### config.mk
export PLATFORM = sky130hd
export DESIGN_NAME = lane_stream_sequencer_flat
export DESIGN_NICKNAME = d
export VERILOG_FILES = /design/src/rtl/lane_seq_pkg.sv /design/src/rtl/lane_stream_sequencer_if.sv /design/src/rtl/lane_next_finder.sv /design/src/rtl/lane_stream_sequencer.sv /design/src/flat_wrapper.sv
export SDC_FILE = /design/constraint.sdc
export NUM_CORES = 1
export LEC_CHECK = 0
export CAP_MARGIN = 20
export CELL_PAD_IN_SITES_DETAIL_PLACEMENT = 1
export CELL_PAD_IN_SITES_GLOBAL_PLACEMENT = 1
export CORE_MARGIN = 2
export CORE_UTILIZATION = 35
export DETAILED_ROUTE_END_ITERATION = 10
export PLACE_DENSITY = 0.66
export SYNTH_ARGS = -nofsm -noshare
export SYNTH_HDL_FRONTEND = slang
export SYNTH_SLANG_ARGS = --single-unit
### constraint.sdc
create_clock -name clk -period 3.55 [get_ports clk]
set_input_delay 0.8875 -clock clk [delete_from_list [all_inputs] [get_ports clk]]
set_output_delay 0.8875 -clock clk [all_outputs]
set_load 0.005 [all_outputs]
### src/rtl/lane_seq_pkg.sv
// Shared definitions for the lane stream sequencer.
//   - seq_state_e : sequencer FSM states
//   - NLANES_DEF / LW_DEF : default lane count and lane width
//   - lane_slice  : extract lane idx from a packed lane bus
package lane_seq_pkg;

    localparam int unsigned NLANES_DEF = 8;
    localparam int unsigned LW_DEF     = 6;

    // Widest bus / lane lane_slice can handle; callers zero-extend into these.
    localparam int unsigned SLICE_BUS_W = 1024;
    localparam int unsigned SLICE_LW_W  = 64;

    typedef enum logic [0:0] {
        StIdle,
        StEmit
    } seq_state_e;

    // Returns bits [idx*lw +: lw] of bus, zero-extended to SLICE_LW_W.
    function automatic logic [SLICE_LW_W-1:0] lane_slice(
        input logic [SLICE_BUS_W-1:0] bus,
        input int unsigned            idx,
        input int unsigned            lw = LW_DEF
    );
        logic [SLICE_BUS_W-1:0] shifted;
        logic [SLICE_LW_W-1:0]  keep;
        shifted = bus >> (idx * lw);
        keep    = (lw >= SLICE_LW_W) ? '1 : ((SLICE_LW_W'(1) << lw) - SLICE_LW_W'(1));
        return shifted[SLICE_LW_W-1:0] & keep;
    endfunction

endpackage

### src/rtl/lane_stream_sequencer_if.sv
// Single-lane output stream of the lane sequencer.
//   out_valid/out_ready : handshake
//   out_data            : current lane value
//   out_idx             : index of the current lane
//   out_last            : current lane is the final enabled lane
// master = sequencer side, slave = consumer side.
interface lane_stream_sequencer_if
    import lane_seq_pkg::*;
#(
    parameter int unsigned NLANES = NLANES_DEF,
    parameter int unsigned LW     = LW_DEF
);
    localparam int unsigned IW = $clog2(NLANES);

    logic          out_valid;
    logic          out_ready;
    logic [LW-1:0] out_data;
    logic [IW-1:0] out_idx;
    logic          out_last;

    modport master (
        output out_valid,
        output out_data,
        output out_idx,
        output out_last,
        input  out_ready
    );

    modport slave (
        input  out_valid,
        input  out_data,
        input  out_idx,
        input  out_last,
        output out_ready
    );

endinterface

### src/rtl/lane_next_finder.sv
// Combinational search for the next enabled lane.
//   mask      : lane enables
//   cur_idx   : current lane (ignored when first=1)
//   msb_first : 1 searches downward, 0 upward
//   first     : 1 includes every lane, 0 only lanes strictly beyond cur_idx
//   found     : an eligible lane exists
//   next_idx  : nearest eligible lane in the search direction
//   has_more  : another enabled lane lies beyond next_idx
module lane_next_finder #(
    parameter int unsigned NLANES = 8,
    parameter int unsigned IW     = $clog2(NLANES)
) (
    input  logic [NLANES-1:0] mask,
    input  logic [IW-1:0]     cur_idx,
    input  logic              msb_first,
    input  logic              first,
    output logic              found,
    output logic [IW-1:0]     next_idx,
    output logic              has_more
);

    logic [NLANES-1:0] elig;

    always_comb begin
        elig = '0;
        for (int i = 0; i < int'(NLANES); i++) begin
            elig[i] = mask[i] &&
                      (first || (msb_first ? (IW'(i) < cur_idx) : (IW'(i) > cur_idx)));
        end

        found = |elig;

        // Last assignment wins: upward scan keeps the highest, downward scan the lowest.
        next_idx = '0;
        if (msb_first) begin
            for (int i = 0; i < int'(NLANES); i++) begin
                if (elig[i]) next_idx = IW'(i);
            end
        end else begin
            for (int i = int'(NLANES) - 1; i >= 0; i--) begin
                if (elig[i]) next_idx = IW'(i);
            end
        end

        has_more = 1'b0;
        for (int i = 0; i < int'(NLANES); i++) begin
            if (elig[i] && (msb_first ? (IW'(i) < next_idx) : (IW'(i) > next_idx))) begin
                has_more = 1'b1;
            end
        end
    end

endmodule

### src/rtl/lane_stream_sequencer.sv
// Streams the enabled lanes of a packed lane bus out one lane per transfer.
//   clk, rst_n : clock, asynchronous active-low reset
//   start      : begin a sequence (taken only while idle)
//   lanes_in   : packed lanes, lane i = [i*LW +: LW], captured on start
//   mask       : lane enables, captured on start
//   msb_first  : 1 = descending order, 0 = ascending, captured on start
//   abort      : cancel the running sequence (no done)
//   idle       : ready for start
//   done       : one-cycle pulse after the final transfer or an empty-mask start
//   stream     : valid/ready output stream (data, idx, last)
module lane_stream_sequencer
    import lane_seq_pkg::*;
#(
    parameter int unsigned NLANES = NLANES_DEF,
    parameter int unsigned LW     = LW_DEF
) (
    input  logic                   clk,
    input  logic                   rst_n,
    input  logic                   start,
    input  logic [NLANES*LW-1:0]   lanes_in,
    input  logic [NLANES-1:0]      mask,
    input  logic                   msb_first,
    input  logic                   abort,
    output logic                   idle,
    output logic                   done,
    lane_stream_sequencer_if.master stream
);

    localparam int unsigned IW = $clog2(NLANES);

    seq_state_e           state_q;
    logic [NLANES*LW-1:0] lanes_q;
    logic [NLANES-1:0]    mask_q;
    logic                 dir_q;
    logic                 idle_q;
    logic                 valid_q;
    logic [LW-1:0]        data_q;
    logic [IW-1:0]        idx_q;
    logic                 last_q;
    logic                 done_q;

    // One finder serves both the start search (live inputs) and the
    // advance search (captured copy).
    logic              in_idle;
    logic [NLANES-1:0] f_mask;
    logic              f_dir;
    logic              f_found;
    logic [IW-1:0]     f_next;
    logic              f_more;

    assign in_idle = (state_q == StIdle);
    assign f_mask  = in_idle ? mask : mask_q;
    assign f_dir   = in_idle ? msb_first : dir_q;

    lane_next_finder #(
        .NLANES (NLANES),
        .IW     (IW)
    ) u_finder (
        .mask      (f_mask),
        .cur_idx   (idx_q),
        .msb_first (f_dir),
        .first     (in_idle),
        .found     (f_found),
        .next_idx  (f_next),
        .has_more  (f_more)
    );

    logic [LW-1:0] start_lane;
    logic [LW-1:0] next_lane;

    assign start_lane = LW'(lane_slice(SLICE_BUS_W'(lanes_in), 32'(f_next), LW));
    assign next_lane  = LW'(lane_slice(SLICE_BUS_W'(lanes_q), 32'(f_next), LW));

    always_ff @(posedge clk or negedge rst_n) begin
        if (!rst_n) begin
            state_q <= StIdle;
            lanes_q <= '0;
            mask_q  <= '0;
            dir_q   <= 1'b0;
            idle_q  <= 1'b1;
            valid_q <= 1'b0;
            data_q  <= '0;
            idx_q   <= '0;
            last_q  <= 1'b0;
            done_q  <= 1'b0;
        end else begin
            done_q <= 1'b0;
            unique case (state_q)
                StIdle: begin
                    // abort outranks start even while idle.
                    if (start && !abort) begin
                        if (f_found) begin
                            lanes_q <= lanes_in;
                            mask_q  <= mask;
                            dir_q   <= msb_first;
                            idx_q   <= f_next;
                            data_q  <= start_lane;
                            last_q  <= !f_more;
                            valid_q <= 1'b1;
                            idle_q  <= 1'b0;
                            state_q <= StEmit;
                        end else begin
                            done_q <= 1'b1;
                        end
                    end
                end
                StEmit: begin
                    if (abort) begin
                        valid_q <= 1'b0;
                        idle_q  <= 1'b1;
                        state_q <= StIdle;
                    end else if (valid_q && stream.out_ready) begin
                        if (last_q) begin
                            valid_q <= 1'b0;
                            idle_q  <= 1'b1;
                            done_q  <= 1'b1;
                            state_q <= StIdle;
                        end else begin
                            idx_q  <= f_next;
                            data_q <= next_lane;
                            last_q <= !f_more;
                        end
                    end
                end
                default: state_q <= StIdle;
            endcase
        end
    end

    assign idle             = idle_q;
    assign done             = done_q;
    assign stream.out_valid = valid_q;
    assign stream.out_data  = data_q;
    assign stream.out_idx   = idx_q;
    assign stream.out_last  = last_q;

endmodule

### src/flat_wrapper.sv
// flat-port wrapper written by rule: the top's interface ports become plain ports
module lane_stream_sequencer_flat import lane_seq_pkg::*;
#(
    parameter int unsigned NLANES = NLANES_DEF,
    parameter int unsigned LW     = LW_DEF
)
  (clk, rst_n, start, lanes_in, mask, msb_first, abort, idle, done, stream_out_valid, stream_out_data, stream_out_idx, stream_out_last, stream_out_ready);
  lane_stream_sequencer_if #(.NLANES(NLANES), .LW(LW)) stream_i ();
  input  logic clk;
  input  logic rst_n;
  input  logic start;
  input  logic [NLANES*LW-1:0] lanes_in;
  input  logic [NLANES-1:0] mask;
  input  logic msb_first;
  input  logic abort;
  output logic idle;
  output logic done;
  output wire logic [$bits(stream_i.out_valid)-1:0] stream_out_valid;
  output wire logic [$bits(stream_i.out_data)-1:0] stream_out_data;
  output wire logic [$bits(stream_i.out_idx)-1:0] stream_out_idx;
  output wire logic [$bits(stream_i.out_last)-1:0] stream_out_last;
  input wire logic [$bits(stream_i.out_ready)-1:0] stream_out_ready;
  assign stream_out_valid = stream_i.out_valid;
  assign stream_out_data = stream_i.out_data;
  assign stream_out_idx = stream_i.out_idx;
  assign stream_out_last = stream_i.out_last;
  assign stream_i.out_ready = stream_out_ready;
  lane_stream_sequencer #(.NLANES(NLANES), .LW(LW)) u_core (.clk(clk), .rst_n(rst_n), .start(start), .lanes_in(lanes_in), .mask(mask), .msb_first(msb_first), .abort(abort), .idle(idle), .done(done), .stream(stream_i));
endmodule
=== Word level (Yosys, flattened, before mapping) ===
Cells that the tools add are included.

* Register bits after elaboration: 71
* Input bits: 62
* Logic and storage cells: 170

* Multiply operators: 1
* Magnitude comparators: 32
* Equality and inequality tests: 7
* Shift operators: 2
* Muxes and demuxes: 84
* Bitwise gates (word level): 1
* Reduce and logical (&&, ||, !) cells: 33

{| class="wikitable"
|+ Operators with widths
! operator !! number
|-
| 48-bit by 6-bit >> shifter with 6-bit output || 2
|-
| 3-bit 2-to-1 mux || 20
|-
| 1-bit 2-to-1 mux || 51
|-
| 6-bit 2-to-1 mux || 5
|-
| 3-bit greater-than comparator (first input constant) || 8
|-
| 3-bit < comparator (first input constant) || 8
|-
| 1-bit logical AND || 18
|-
| 1-bit by 3-bit greater-than comparator with 1-bit output (first input constant) || 4
|-
| 2-bit by 3-bit greater-than comparator with 1-bit output (first input constant) || 4
|-
| 1-bit by 3-bit < comparator with 1-bit output (first input constant) || 4
|-
| 2-bit by 3-bit < comparator with 1-bit output (first input constant) || 4
|-
| 6-bit one-hot mux with 2 select lines || 1
|-
| 1-bit one-hot mux with 2 select lines || 5
|-
| 1-bit logical OR || 8
|-
| 8-bit 2-to-1 mux || 1
|-
| 4-bit AND reduction || 2
|-
| 8-bit OR reduction || 1
|-
| 2-bit != test (second input constant) || 3
|-
| 3-bit != test (second input constant) || 2
|-
| 3-bit one-hot mux with 2 select lines || 1
|-
| 3-bit by 2-bit multiplier with 5-bit output (second input constant) || 1
|-
| 5-bit AND reduction || 1
|-
| 2-bit by 1-bit != test with 1-bit output (second input constant) || 2
|-
| 3-bit AND reduction || 1
|-
| 2 further kinds || 3
|}

=== Logic depth before layout (Yosys ltp) ===
* Word-level depth: 29
* Mapped depth: 13

=== By module ===
Synthesis repeated with hierarchy kept, for this count alone.

* Cell total of the unflattened synthesis: 309
* Area, all modules: 4,222.8 µm²

{| class="wikitable"
|+ Modules (own cells, without submodules)
! module !! times used !! cells an instance !! area each (µm²)
|-
| lane_stream_sequencer || 1 || 228 || 3,606.0
|-
| lane_next_finder || 1 || 81 || 616.8
|}

=== Worst setup path after synthesis ===
No wires, ideal clock.

* Path kind: in2reg
* From: input port mask[1]
* To: register u_core.last_q, in the netlist u_core.stream.out_last
* Library setup time: 104 ps
* Data arrival time: 3,022 ps
* Slack: 425 ps
* Cell stages on the path: 8
* Cells stage by stage: and2b_1 > a311o_1 > or2_1 > or4_1 > o21ai_1 > a21oi_1 > or4_1 > o41ai_2

* Longest elaborated chain between the ends: 26

{| class="wikitable"
|+ Ends and longest elaborated chain
! what !! line !! text
|-
| from (decl) || flat_wrapper.sv:13 || <nowiki>input logic [NLANES-1:0] mask;</nowiki>
|-
| 8-bit 2-to-1 mux * || lane_stream_sequencer.sv:52 || <nowiki>assign f_mask = in_idle ? mask : mask_q;</nowiki>
|-
| 1-bit logical AND * || lane_next_finder.sv:27 || <nowiki>elig[i] = mask[i] &&</nowiki>
|-
| 1-bit 2-to-1 mux || lane_next_finder.sv:37 || <nowiki>if (elig[i]) next_idx = IW'(i);</nowiki>
|-
| 3-bit 2-to-1 mux (6 in a row) || lane_next_finder.sv:37 ||
|-
| 3-bit 2-to-1 mux || lane_next_finder.sv:35 || <nowiki>if (msb_first) begin</nowiki>
|-
| 1-bit by 3-bit greater-than comparator with 1-bit output / 1-bit by 3-bit < comparator with 1-bit output (equally long branches) || lane_next_finder.sv:47 || <nowiki>if (elig[i] && (msb_first ? (IW'(i) < next_idx) : (IW'(i) > next_idx))) begin</nowiki>
|-
| 1-bit 2-to-1 mux || lane_next_finder.sv:47 ||
|-
| 1-bit logical AND || lane_next_finder.sv:47 ||
|-
| 1-bit 2-to-1 mux (8 in a row) || lane_next_finder.sv:47 ||
|-
| 1-bit zero test || lane_stream_sequencer.sv:98, lane_stream_sequencer.sv:121 ||
|-
| 1-bit 2-to-1 mux || lane_stream_sequencer.sv:113 || <nowiki>if (last_q) begin</nowiki>
|-
| 1-bit 2-to-1 mux || lane_stream_sequencer.sv:112 || <nowiki>end else if (valid_q && stream.out_ready) begin</nowiki>
|-
| 1-bit 2-to-1 mux || lane_stream_sequencer.sv:108 || <nowiki>if (abort) begin</nowiki>
|-
| 1-bit one-hot mux with 2 select lines || lane_stream_sequencer.sv:88 || <nowiki>unique case (state_q)</nowiki>
|-
| to (signal assigned) || lane_stream_sequencer.sv:98 || <nowiki>last_q <= !f_more;</nowiki>
|-
| to (signal assigned) || lane_stream_sequencer.sv:121 || <nowiki>last_q <= !f_more;</nowiki>
|-
| to (decl) || lane_stream_sequencer.sv:39 || <nowiki>logic last_q;</nowiki>
|}

Mark *: on every way between the ends. The rest lies on a longest branch, timed or not. The select of a mux whose other input is x is not followed.
A chain may end at the register's enable or synchronous reset.

=== Final worst setup path ===
* From: input port mask[1]
* To: register u_core.data_q[2], in the netlist u_core.stream.out_data[2]

* Longest elaborated chain between the ends: 16

{| class="wikitable"
|+ Ends and longest elaborated chain
! what !! line !! text
|-
| 8-bit 2-to-1 mux * || lane_stream_sequencer.sv:52 ||
|-
| 1-bit logical AND * || lane_next_finder.sv:27 ||
|-
| 1-bit 2-to-1 mux || lane_next_finder.sv:37 ||
|-
| 3-bit 2-to-1 mux (6 in a row) || lane_next_finder.sv:37 ||
|-
| 3-bit 2-to-1 mux || lane_next_finder.sv:35 ||
|-
| 3-bit by 2-bit multiplier with 5-bit output || lane_seq_pkg.sv:27 || <nowiki>shifted = bus >> (idx * lw);</nowiki>
|-
| 48-bit by 6-bit >> shifter with 6-bit output || lane_seq_pkg.sv:27 ||
|-
| 6-bit 2-to-1 mux || lane_stream_sequencer.sv:113 ||
|-
| 6-bit 2-to-1 mux || lane_stream_sequencer.sv:112 ||
|-
| 6-bit 2-to-1 mux || lane_stream_sequencer.sv:108 ||
|-
| 6-bit one-hot mux with 2 select lines || lane_stream_sequencer.sv:88 ||
|-
| to (signal assigned) || lane_stream_sequencer.sv:97 || <nowiki>data_q <= start_lane;</nowiki>
|-
| to (signal assigned) || lane_stream_sequencer.sv:120 || <nowiki>data_q <= next_lane;</nowiki>
|-
| to (decl) || lane_stream_sequencer.sv:37 || <nowiki>logic [LW-1:0] data_q;</nowiki>
|}

Marks and branches as above.

==> metrics.md <==
| Metric | Value |
|---|---|
| CP endpoint | `u_core.stream.out_data[2]$_DFFE_PN0P_` |
| Clock Tree Buf Depth | `2` |
| First-pass GRT wire length | `roughly 19000 µm` |
| Area share of fa/ha/maj cells after synthesis | `0%` |
| Drt via density | `~5.7` |
| TNS Setup | `0 ns` |
| Die height | `between 100 and 150 µm` |
| Top cell type's share of synthesized area | `a little over two fifths` |
| PD cells | `just under 700 nW/µm²` |
| Drt drc | `3` |
| Routed Antenna Nets | `0` |
| Num ports | `75` |
| Final worst-path cycle share | `94.9%` |
| Main combinational cell family by area after synthesis | `multiplexers` |
| Compound-Gate Fraction of Synth Area | `between 15 and 20%` |
| Max cap viols | `0` |
| Post-route insts no fill | `between 500 and 600` |
| Vias | `3424` |
| CTS root buf | `clkbuf_16` |
| # diodes | `0` |
| Crit. Startpoint | `mask[1]` |
| Final Max Slew Viols | `0` |
| Crit path DAT | `approximately 3.6 ns` |
| Cts bufs inserted | `9` |
| Worst path depth | `11` |
| Clk pin slew, worst setup/hold paths | `about 0.060 ns` |
| Design Power | `0.00374 W` |
| Initial DRC Count | `133` |
| CORE AREA | `approximately 12000 µm²` |
| Worst reg2reg setup slack | `between 0.3 and 0.4 ns` |
| Share of layout cells above drive strength 1 | `27.0%` |
| Synth area leader | `dfrtp_1` |
| Fin area | `~5500 µm²` |
| Fin Clk Skew | `roughly 0.0042 ns` |
| Fillers | `between 1000 and 1500` |
| Max-slew headroom | `between 30% and 40%` |
| Die ar. | `between 10000 and 15000 µm²` |
| Post-CTS setup buffers | `0` |
| Overall routing resource usage | `between 10% and 20%` |
| Outcome | `complete, but fails checks` |
| Final wirelength | `~12000 µm` |
| Critical path buffers and inverters | `3` |
| FMAX | `297 MHz` |
| R2R depth | `10` |
| Worst-path cell chain | `clkdlybuf4s50_1 -> and2b_1 -> a311o_1 -> buf_4 -> o21ai_0 -> o31ai_2 -> nor2_2 -> buf_12 -> mux4_2 -> a22oi_1 -> a31oi_1` |
| Initial antenna violation count | `0` |
| Dpl cells | `between 500 and 600` |
| Req. time, crit path | `~3.8 ns` |
| Final GP Congestion | `0.871` |
| Critical path type | `input pin to flop` |
| Cell row count | `39` |
| H-tree depth | `3` |
| DR WL/cell | `roughly 20 µm` |
| Area contributors post-synth | `dfrtp_1 (42%), mux2_2 (13%), mux4_2 (11%)` |
| Hold_ws | `0.479 ns` |
| Syn Inst Count | `between 300 and 400` |
| Critical path fanouts, max | `20` |
| Hold Crit Class | `flop to flop` |
| RSZ-0062 raised after global routing | `false` |
| Post-synthesis mux area share | `about a quarter` |
| Vias in the first global route | `about 3800` |
| First-pass DRT Iterations | `7` |
| I/O Buffers | `between 70 and 80` |
| Actual slew at the worst max-slew pin | `between 0.9 and 1 ns` |
| Post-synthesis async set-or-reset flop share | `between 90% and 100%` |
| Clk sink count | `between 70 and 80` |
| Tmin final | `roughly 3.4 ns` |
| Failing checks | `DRC` |
| Setup violators final | `0` |
| Hold_buf cts | `0` |
| Mapped cell area | `4180 µm²` |
| Worst r2r src | `u_core.dir_q$_DFFE_PN0P_` |
| CP delay by family, top | `compound AO/OA/AOI/OAI gates` |
| Die width | `113 µm` |
| Flops & latches, synth | `71` |
| XOR/XNOR share of the synthesized area | `0%` |
| Final hold violations | `0` |
| DP HPWL | `8660 µm` |
| Highest-delay cell along the critical path | `clkdlybuf4s50_1` |
| Sequential area share after synthesis | `between 40% and 50%` |
| Initial core utilization | `a little over a third` |
| Grt ovf | `0` |
| Post-Syn Nets | `about 430` |
| Post-CTS sizing | `0` |
| Crit path largest cell delay | `approximately 0.41 ns` |
| Leakage | `2.15 nW` |
| Area Growth Syn to Fin | `31.6%` |
| Crit. End Element | `flop` |
| Critical Path Start Type | `input pin` |
| Ys flop type | `dfrtp_1` |
| VDD IR max | `between 0.3 and 0.4 mV` |
| Syn avg cell area | `between 10 and 15 µm²` |
| FF-to-FF End | `u_core.stream.out_data[2]$_DFFE_PN0P_` |
| TritonCTS clock tree | `yes` |
| Unique cell type count in the Yosys netlist | `between 50 and 60` |
| Cell Area, Placed | `5220 µm²` |
| Yosys warns | `0` |
| Simple-Gate Fraction of Synth Area | `11.6%` |
| Pin count of the biggest net entering global routing | `between 70 and 80` |
| Number of synthesized flops with an enable pin | `0` |
| Final #Nets | `around 510` |
| Worst skew pair latency | `between 0.3 and 0.4 ns` |
## state kept, by name, summed over array words and instances, names as in the netlist
| register | cells |
|---|---|
| u_core.stream.out_data | 6 |
| u_core.stream.out_idx | 3 |
| u_core.stream.out_valid | 1 |
| u_core.done | 1 |
| u_core.stream.out_last | 1 |
| u_core.state_q | 1 |
| u_core.dir_q | 1 |
| u_core.mask_q | 8 |
| u_core.idle | 1 |
| u_core.lanes_q | 48 |
## worst min path at each step
stage | end | start | slack (ns) | depth (start not counted)
CTS | u_core.idle$_DFFE_PN1P_ | u_core.idle$_DFFE_PN1P_ | 0.48 | 2
global route | u_core.lanes_q[8]$_DFFE_PN0P_ | u_core.lanes_q[8]$_DFFE_PN0P_ | 0.51 | 1
finish | u_core.idle$_DFFE_PN1P_ | u_core.idle$_DFFE_PN1P_ | 0.48 | 2
detailed placement | u_core.idle$_DFFE_PN1P_ | u_core.idle$_DFFE_PN1P_ | 0.47 | 2
floorplan | u_core.lanes_q[47]$_DFFE_PN0P_ | u_core.lanes_q[47]$_DFFE_PN0P_ | 0.45 | 1
global placement | u_core.lanes_q[3]$_DFFE_PN0P_ | u_core.lanes_q[3]$_DFFE_PN0P_ | 0.47 | 1
## cells in the final DEF, fill, tap and decap left out, types with 3 or more instances in the layout
master and n:
o21ai_0 17, mux4_2 20, nand2_1 29, a211oi_1 4, and2_1 5, o22ai_1 3, clkbuf_16 9, or2_2 4
o21a_1 4, o211ai_1 6, nor2_1 16, o21bai_1 3, buf_4 25, a22oi_1 13, dfrtp_1 69, nand3_1 4
a21o_1 5, mux2_1 7, nand2b_1 4, nand4_1 3, mux2_2 50, nor2b_1 4, clkdlybuf4s50_1 73, a21oi_1 13
inv_1 3, a31oi_1 8, nor3_1 5, buf_12 3
## per-stage QoR
stage,setup WS (ns),utilization [%]
2_1_floorplan,0.425,-
3_3_place_gp,-0.0801,45.3
3_5_place_dp,-0.159,45.3
4_1_cts,0.177,47.7
5_1_grt,0.0139,47.7
6_report,0.180,47.7
## worst reg2reg max path, cell delays in order (launching register included)
cell     delay (ns)
dfrtp_1        0.71
nor2b_1        0.17
a311o_1        0.41
buf_4          0.17
o21ai_0        0.31
o31ai_2        0.15
nor2_2         0.18
buf_12         0.20
mux4_2         0.33
a22oi_1        0.27
a31oi_1        0.12
## kinds of logic (layout without fill, tap and decap cells)
family	Yosys count	count (layout)
buffers and inverters	27	118
muxes	77	77
AOI/OAI and AO/OA	97	97
and+or+nand+nor	92	92
DFF	71	71
## routing by layer
metal	vias up	part of all wire (%)	global-route usage, %
li1	1585	-	-
met1	1761	42	23.4
met2	71	52	34.7
met4	0	0.79	4.31
met5	-	0	0
met3	7	5.0	5.95
## where the power goes
group	switching, W	internal [W]
sequential	0.000235	0.00108
clock	0.000344	0.000535
combinational	0.000712	0.000836
total	0.00129	0.00245
## cell type report
cell class	count	area (µm²)	area share [%]
Inverter	3	11.3	0.205
Tap cell	143	179	3.26
Timing Repair Buffer	101	978	17.8
Sequential cell	71	1780	32.4
Multi-Input combinational cell	266	2270	41.3
Clock inverter	4	48.8	0.888
Clock buffer	10	229	4.17
## cells in the mapped netlist (2+ instances only)
library cell / number
dfrtp_1: 70
mux2_2: 50
nand2_1: 29
mux4_2: 20
nor2_1: 17
o21ai_0: 17
a21oi_1: 13
a22oi_1: 13
buf_2: 12
clkbuf_1: 9
a31oi_1: 8
mux2_1: 7
o211ai_1: 6
a21o_1: 5
and2_1: 5
nor3_1: 5
a211oi_1: 4
nand2b_1: 4
nand3_1: 4
nor2b_1: 4
o21a_1: 4
or2_2: 4
inv_1: 3
nand4_1: 3
o21bai_1: 3
o22ai_1: 3
a221oi_1: 2
a311oi_1: 2
a32oi_1: 2
and3_1: 2
buf_4: 2
nand3b_1: 2
nor3b_1: 2
or3_1: 2
or4_1: 2
(Power assumes the default switching activity.)
